### src/rtl/cache_refill_pkg.sv
// Shared constants, FSM encoding and address helper for the cache line-fill engine.
package cache_refill_pkg;

  localparam int CACHE_DATA_W   = 32;  // word / beat width
  localparam int CACHE_RAM_NUM  = 4;   // byte-wide RAMs per word
  localparam int CACHE_BANK_NUM = 4;   // beats per line
  localparam int CACHE_INDEX_W  = 8;   // line index width
  localparam int CACHE_WOFS_W   = 2;   // word-in-line offset width
  localparam int CACHE_RAM_AW   = CACHE_INDEX_W + CACHE_WOFS_W;

  typedef enum logic [1:0] {
    REFILL_IDLE = 2'd0,
    REFILL_REQ  = 2'd1,
    REFILL_RECV = 2'd2,
    REFILL_FIN  = 2'd3
  } refill_state_e;

  // Data-array word address of a given word within a line.
  function automatic logic [CACHE_RAM_AW-1:0] line_word_addr(
    input logic [CACHE_INDEX_W-1:0] index,
    input logic [CACHE_WOFS_W-1:0]  wofs
  );
    return {index, wofs};
  endfunction

endpackage

### src/rtl/cache_refill.sv
// Line-fill engine: one wrapping 4-beat burst per miss, critical word first,
// each beat written to the data array one cycle after it is accepted.
module cache_refill
  import cache_refill_pkg::*;
#(
  parameter int ADDR_WIDTH = 32,
  parameter int DATA_WIDTH = CACHE_DATA_W,
  parameter int BANK_NUM   = CACHE_RAM_NUM,
  parameter int RAM_AW     = CACHE_RAM_AW
) (
  input  logic                  clk,
  input  logic                  rst_n,
  input  logic                  refill_req_i,
  input  logic [ADDR_WIDTH-1:0] miss_addr_i,
  output logic                  busy_o,
  output logic                  mem_req_valid_o,
  input  logic                  mem_req_ready_i,
  output logic [ADDR_WIDTH-1:0] mem_req_addr_o,
  input  logic                  mem_rsp_valid_i,
  output logic                  mem_rsp_ready_o,
  input  logic [DATA_WIDTH-1:0] mem_rsp_data_i,
  input  logic                  mem_rsp_err_i,
  input  logic                  mem_rsp_last_i,
  output logic [BANK_NUM-1:0]   wr_en_o,
  output logic [RAM_AW-1:0]     wr_addr_o,
  output logic [DATA_WIDTH-1:0] wr_data_o,
  output logic                  crit_valid_o,
  output logic [DATA_WIDTH-1:0] crit_data_o,
  output logic                  refill_done_o,
  output logic                  refill_err_o
);

  // Bit position of the word offset inside the byte address.
  localparam int WOFS_LSB = 2;
  localparam int IDX_LSB  = WOFS_LSB + CACHE_WOFS_W;

  // Beat count of the final expected beat, and of an overrun beat.
  localparam logic [2:0] LAST_CNT = 3'(BANK_NUM - 1);
  localparam logic [2:0] OVER_CNT = 3'(BANK_NUM);

  refill_state_e               state;
  logic [CACHE_INDEX_W-1:0]    line_index;
  logic [CACHE_WOFS_W-1:0]     beat_ofs;
  logic [2:0]                  beat_cnt;
  logic                        err_flag;

  logic                        beat_err;
  logic                        beat_fin;
  logic                        line_bad;

  // Classify the beat currently offered: bus error, early last, or overrun all poison the line.
  always_comb begin
    beat_err = mem_rsp_err_i
             | (mem_rsp_last_i & (beat_cnt < LAST_CNT))
             | (beat_cnt == OVER_CNT);
    beat_fin = mem_rsp_last_i | (beat_cnt == OVER_CNT);
    line_bad = err_flag | beat_err;
  end

  // Refill FSM with registered handshake, array-write and status outputs.
  always_ff @(posedge clk or negedge rst_n) begin
    if (!rst_n) begin
      state           <= REFILL_IDLE;
      line_index      <= '0;
      beat_ofs        <= '0;
      beat_cnt        <= '0;
      err_flag        <= 1'b0;
      busy_o          <= 1'b0;
      mem_req_valid_o <= 1'b0;
      mem_req_addr_o  <= '0;
      mem_rsp_ready_o <= 1'b0;
      wr_en_o         <= '0;
      wr_addr_o       <= '0;
      wr_data_o       <= '0;
      crit_valid_o    <= 1'b0;
      crit_data_o     <= '0;
      refill_done_o   <= 1'b0;
      refill_err_o    <= 1'b0;
    end else begin
      wr_en_o       <= '0;
      crit_valid_o  <= 1'b0;
      refill_done_o <= 1'b0;
      refill_err_o  <= 1'b0;
      case (state)
        REFILL_IDLE: begin
          if (refill_req_i) begin
            line_index      <= miss_addr_i[IDX_LSB +: CACHE_INDEX_W];
            beat_ofs        <= miss_addr_i[WOFS_LSB +: CACHE_WOFS_W];
            // Word-aligned burst start; the memory wraps within the line.
            mem_req_addr_o  <= miss_addr_i & ~ADDR_WIDTH'(3);
            mem_req_valid_o <= 1'b1;
            busy_o          <= 1'b1;
            err_flag        <= 1'b0;
            state           <= REFILL_REQ;
          end
        end
        REFILL_REQ: begin
          if (mem_req_ready_i) begin
            mem_req_valid_o <= 1'b0;
            mem_rsp_ready_o <= 1'b1;
            beat_cnt        <= '0;
            state           <= REFILL_RECV;
          end
        end
        REFILL_RECV: begin
          if (mem_rsp_valid_i && mem_rsp_ready_o) begin
            if (!line_bad) begin
              wr_en_o   <= '1;
              wr_addr_o <= line_word_addr(line_index, beat_ofs);
              wr_data_o <= mem_rsp_data_i;
            end
            if ((beat_cnt == 3'd0) && !beat_err) begin
              crit_valid_o <= 1'b1;
              crit_data_o  <= mem_rsp_data_i;
            end
            beat_ofs <= beat_ofs + 2'd1;
            beat_cnt <= beat_cnt + 3'd1;
            err_flag <= line_bad;
            if (beat_fin) begin
              // Status pulses land in FIN, together with the last array write.
              mem_rsp_ready_o <= 1'b0;
              refill_done_o   <= ~line_bad;
              refill_err_o    <= line_bad;
              state           <= REFILL_FIN;
            end
          end
        end
        REFILL_FIN: begin
          busy_o   <= 1'b0;
          err_flag <= 1'b0;
          state    <= REFILL_IDLE;
        end
        default: state <= REFILL_IDLE;
      endcase
    end
  end

endmodule

### config.mk
export PLATFORM = sky130hd
export DESIGN_NAME = cache_refill
export DESIGN_NICKNAME = d
export VERILOG_FILES = /design/src/rtl/cache_refill_pkg.sv /design/src/rtl/cache_refill.sv
export SDC_FILE = /design/constraint.sdc
export NUM_CORES = 1
export LEC_CHECK = 0
export ABC_AREA = 1
export CORE_UTILIZATION = 46
export CTS_BUF_LIST = sky130_fd_sc_hd__clkbuf_2
export DETAILED_ROUTE_END_ITERATION = 8
export PLACE_DENSITY = 0.91
export SYNTH_ARGS = -nofsm -noshare
export SYNTH_HDL_FRONTEND = slang
export SYNTH_SLANG_ARGS = --single-unit
### constraint.sdc
create_clock -name clk -period 2.73 [get_ports clk]
set_input_delay 0.273 -clock clk [delete_from_list [all_inputs] [get_ports clk]]
set_output_delay 0.273 -clock clk [all_outputs]
set_load 0.03 [all_outputs]
* After elaboration in Yosys (flattened, before gate mapping)
Cells that the tools add are included.
W data, S select, Z words.
** Operators by class
- $add $sub $neg :: 2
- $lt $le $gt $ge :: 1
- Equal/unequal tests :: 8
- Mux-type cells :: 34
- Bitwise gates (word level) :: 6
- Reduce and logical (&&, ||, !) cells :: 20
** Operator list (count)
- $reduce_and A3 Y1 :: 6
- $mux W1 :: 16
- $mux W2 :: 6
- $mux W4 :: 3
- $ne A2 B2 Y1 const B :: 4
- $pmux W2 S4 :: 1
- $reduce_and A4 Y1 :: 2
- $reduce_bool A2 Y1 :: 4
- $mux W3 :: 2
- $pmux W1 S2 :: 3
- $pmux W3 S2 :: 1
- $eq A2 B2 Y1 const B :: 2
- $or A1 B1 Y1 :: 4
- $pmux W2 S2 :: 1
- $reduce_and A2 Y1 :: 2
- $add A3 B1 Y3 const B :: 1
- $eq A3 B3 Y1 const B :: 1
- $logic_not A3 Y1 :: 1
- $lt A3 B2 Y1 const B :: 1
- $pmux W1 S3 :: 1
- $reduce_bool A3 Y1 :: 1
- $add A2 B1 Y2 const B :: 1
- $eq A2 B1 Y1 const B :: 1
- $logic_and A1 B1 Y1 :: 2
- 4 further kinds :: 4
** Storage, ports and cells
- Register bits :: 130
- Input port bits :: 71
- Output and inout bits :: 116
- Logic and storage cells :: 87

* Depth between registers and ports, before layout
- Depth after elaboration :: 9
- Depth in mapped cells :: 9
- Depth with buffers taken out :: 8

* Worst setup path after synthesis
No wires, ideal clock.
- Path kind :: flip-flop to flip-flop
- From :: register state[0]
- To :: register wr_addr_o[2]
- Library setup time :: 0.119 ns
- Arrival time :: 1.484 ns
- Data required time :: 2.611 ns
- Setup slack :: 1.127 ns
- Stages on the path, launching flop included :: 10
- Path buffers :: 2
- Clock period less this slack :: 1.603 ns
- Path through :: dfrtp_1 -> inv_1 -> ha_1 -> buf_2 -> inv_2 -> nor2_4 -> nand4_2 -> buf_2 -> nand2_1 -> nand2_1
** Between the ends
- Longest elaborated chain between the ends :: 2
** Ends and longest elaborated chain
- start: declaration :: line cache_refill.sv:41 : refill_state_e state;
- start signal: assignment :: line cache_refill.sv:63 : state <= REFILL_IDLE;
- start signal: assignment :: line cache_refill.sv:94 : state <= REFILL_REQ;
- start signal: assignment :: line cache_refill.sv:102 : state <= REFILL_RECV;
- $eq A2 B2 Y1 :: line cache_refill.sv:84 : case (state)
- $reduce_and A3 Y1 (no source line)
- end signal: assignment :: line cache_refill.sv:109 : wr_addr_o <= line_word_addr(line_index, beat_ofs);
- end: declaration :: line cache_refill.sv:25 : output logic [RAM_AW-1:0] wr_addr_o,
Every way passes these cells.
A chain may end at the register's enable or synchronous reset.

* Final worst setup path
- From :: register beat_cnt[0]
- To :: register wr_data_o[5]
** Between the ends
- Longest elaborated chain between the ends :: 7
- Elaborated cells between the ends (all ways) :: 8
- Those cells by class :: order compare: 1; eq/ne: 1; bitwise: 5; reduce/logical: 1
** Ends and longest elaborated chain
- start: declaration :: line cache_refill.sv:44 : logic [2:0] beat_cnt;
- start signal: assignment :: line cache_refill.sv:117 : beat_cnt <= beat_cnt + 3'd1;
- $lt A3 B2 Y1 :: line cache_refill.sv:54 : | (mem_rsp_last_i & (beat_cnt < LAST_CNT))
- $and A1 B1 Y1 :: line cache_refill.sv:54
- $or A1 B1 Y1 :: line cache_refill.sv:54
- $or A1 B1 Y1 (*) :: line cache_refill.sv:55 : | (beat_cnt == OVER_CNT);
- $or A1 B1 Y1 (*) :: line cache_refill.sv:57 : line_bad = err_flag | beat_err;
- $not A1 Y1 (no source line) (*)
- $reduce_and A3 Y1 (no source line) (*)
- end signal: assignment :: line cache_refill.sv:110 : wr_data_o <= mem_rsp_data_i;
- end: declaration :: line cache_refill.sv:26 : output logic [DATA_WIDTH-1:0] wr_data_o,
Mark *: on every way between the ends. The rest lies on a longest branch, timed or not.

==> results.ini <==
[cts]
cts_resized = 0
cts.reportedPaths.clkPinSlew_ns = 0.18
cts_buffer_depth = 2
cts_root_buf = clkbuf_2
clock_latency_ns = 0.63
numCtsBuffers = 17
post_cts_buffers = 0
cts_tree = yes
cts.sinks = 119
cts.htree.levels = 4

[critical_path]
slowest_delay_ns = 0.79
path_cells = inv_1 > ha_1 > a21oi_4 > buf_4 > nand2_2 > nor2_4 > nand3_1 > nand2_1
cp-end-kind = register
startpoint_type = register
critical-path-slowest-cell = nor2_4
arrival_ns = 3.01
worstSetupPathType = reg2reg
crit_required_ns = 3.31
cp_max_fo = 43

[detailed_routing]
final_antenna_net_count = 0
post_drt_wl_per_cell_um = 15.7
wirelength_um = 13800
drtIter0Drc = 330
firstDrtPassIters = 7
drc_errors = 0
vias = 4626
routed_via_density = 5.24

[sta]
setup_violations = 0
relSlewSlack = 0.305
fmax_mhz = 411
tns_ns = 0
rsz0062_at_grt = false
tightestPinTransition_ns = 1.04
hold_viol_final = 0
fin_crit_ns = 2.43
clock_skew_ns = 0.0288
slew_violations = 0
post-route-period-util = 0.890

[global_route]
grt_overflow_total = 0
grt_max_degree = 63
grt_pass1_wl_um = 22400
antenna_found_initial = 0
grt_pass1_vias = 4652
track_usage = 0.256

[cells_and_area]
area_growth_pct = 41.3
drive_above_1_share = 0.0630
num-nets-final = 813
regArea_sq_um = 2980
fill_cells = 807
multi_input_area_sq_um = 1740
instances_no_fill = 882
diodes = 0

[placement]
io_buffers = 182
dp_hpwl_um = 9650
place.gp.congestion = 0.869
place_inst = 852

[die]
core-area_sq_um = 10400
fp.dieArea_sq_um = 11300
rows = 37
chipHeight_um = 106
io_pins = 187
floorplan.initialDensity = 0.479
die_width_um = 106

[power]
power.density_nw_per_um2 = 1070
vdd.ir_drop.worst_uv = 747
p_leak_uw = 0.00357

[synth]
postSynthCellCount = 562
yosysSeqAreaShare = 0.597
avgSynthCellArea_sq_um = 8.87
ys.warnings.count = 0
syn_area_sq_um = 4990
ys_seq_elements = 119
ys_types = 26

[status]
status = completed

[job]
cap_violations = 0

[hold_path]
hold_class = in2reg

## flip-flops by register name (all words and copies together) (netlist names)
signal,count
wr_addr_o,10
err_flag,1
crit_data_o,32
wr_data_o,32
crit_valid_o,1
beat_ofs,2
refill_done_o,1
busy_o,1
mem_req_addr_o,23
beat_cnt,3
mem_req_valid_o,1
mem_rsp_ready_o,1
line_index,7
state,2
refill_err_o,1
wr_en_o,1
## kinds of logic after synthesis
logic type      share of synthesized area
simple gates                        0.317
other cells                      0.000752
fa+ha+maj                          0.0151
flops                               0.597
buf+inv                            0.0542
xor+xnor                          0.00176
compound gates                     0.0138
## worst max-delay path, delay by kind of cell, from the launching register on
family / cells / cell delay, ns
AND/OR/NAND/NOR: 4 / 1.19
adder cells (fa/ha/maj): 1 / 0.27
AO/OA/AOI/OAI: 1 / 0.17
buffers and inverters: 2 / 0.30
flip-flops: 1 / 0.43
## Yosys cell counts
cell      count  area [sq um]
buf_6         4          45.0
o21ai_0       7          35.0
nand4_1      34           213
inv_2         2          7.51
nor2_4        2          22.5
nor3_1        1          5.00
nand2_1     271          1020
clkbuf_1     15          56.3
o211ai_1      1          7.51
xnor2_1       1          8.76
dfrtp_1     119          2980
or2_2         2          12.5
ha_1          6          75.1
inv_1        16          60.1
buf_2        12          60.1
nand3_1      51           255
conb_1        1          3.75
a21oi_4       1          16.3
buf_4         5          37.5
nand2_2       1          6.26
a21oi_1       2          10.0
nand3_2       2          20.0
nor2_1        3          11.3
buf_1         1          3.75
nand4_2       1          12.5
nor2_2        1          6.26
## final cells by class
cell class	count	area share
clock buffer	17	0.0121
clock inverter	12	0.0128
inverter	18	0.00959
multi-input combinational	389	0.247
sequential	119	0.423
tap	136	0.0241
timing repair buffer	191	0.272
## power breakdown
group / leakage [uW] / switching, uW / internal (uW)
clock: 0.000113 / 636 / 295
sequential: 0.00156 / 420 / 2390
combinational: 0.00190 / 2340 / 1490
## metrics by stage
step	area (sq um)	power (uW)	setup WS [ns]	utilization	hold WS, ns
floorplan	4990	4970	1.13	-	-0.0226
global placement	6860	6530	0.422	0.659	0.392
detailed placement	6860	6670	0.307	0.659	0.405
CTS	7050	7620	0.299	0.677	0.0865
global route	7050	8010	0.0972	0.677	0.0642
finish	7050	7570	0.300	0.677	0.156
## cells in the final DEF (no fill, tap or decap), types with 2 or more instances in the layout
cell	instances
a21oi_1	2
buf_12	2
buf_4	7
clkbuf_2	17
clkdlybuf4s50_1	181
clkinv_1	3
clkinv_2	5
clkinvlp_4	2
conb_1	2
dfrtp_1	119
ha_1	6
inv_1	16
inv_2	2
nand2_1	271
nand3_1	51
nand3_2	2
nand4_1	34
nor2_1	3
nor2_4	2
o21ai_0	7
or2_2	2
## what timing repair did
| action | 4_1_cts | 5_1_grt |
|---|---|---|
| hold buffers | 1 | 0 |
| endpoints found under the setup margin | 0 | 0 |
| hold endpoints to repair | 61 | 0 |
## layer usage
layer | global-route usage | share of wire | vias to the layer above
met2 | 0.430 | 0.50 | 247
li1 | - | - | 2133
met5 | 0 | 0 | -
met1 | 0.306 | 0.39 | 2219
met4 | 0.0952 | 0.019 | 0
met3 | 0.0828 | 0.090 | 27
## worst paths after layout
check                                                  to  slack [ns]  depth (start not counted)                   startpoint
setup / recovery                 wr_data_o[5]$_DFFE_PN0P_        0.30                          8      beat_cnt[0]$_DFFE_PN0P_
hold / removal             mem_req_addr_o[27]$_DFFE_PN0P_        0.16                          3              miss_addr_i[27]
setup reg to reg                 wr_data_o[5]$_DFFE_PN0P_        0.30                          8      beat_cnt[0]$_DFFE_PN0P_
hold reg to reg               crit_data_o[11]$_DFFE_PN0P_        0.50                          2  crit_data_o[11]$_DFFE_PN0P_
max in group asynchronous       wr_data_o[14]$_DFFE_PN0P_        1.67                          3                        rst_n
min in group asynchronous       line_index[6]$_DFFE_PN0P_        0.24                          2                        rst_n
(Power assumes the default switching activity.)
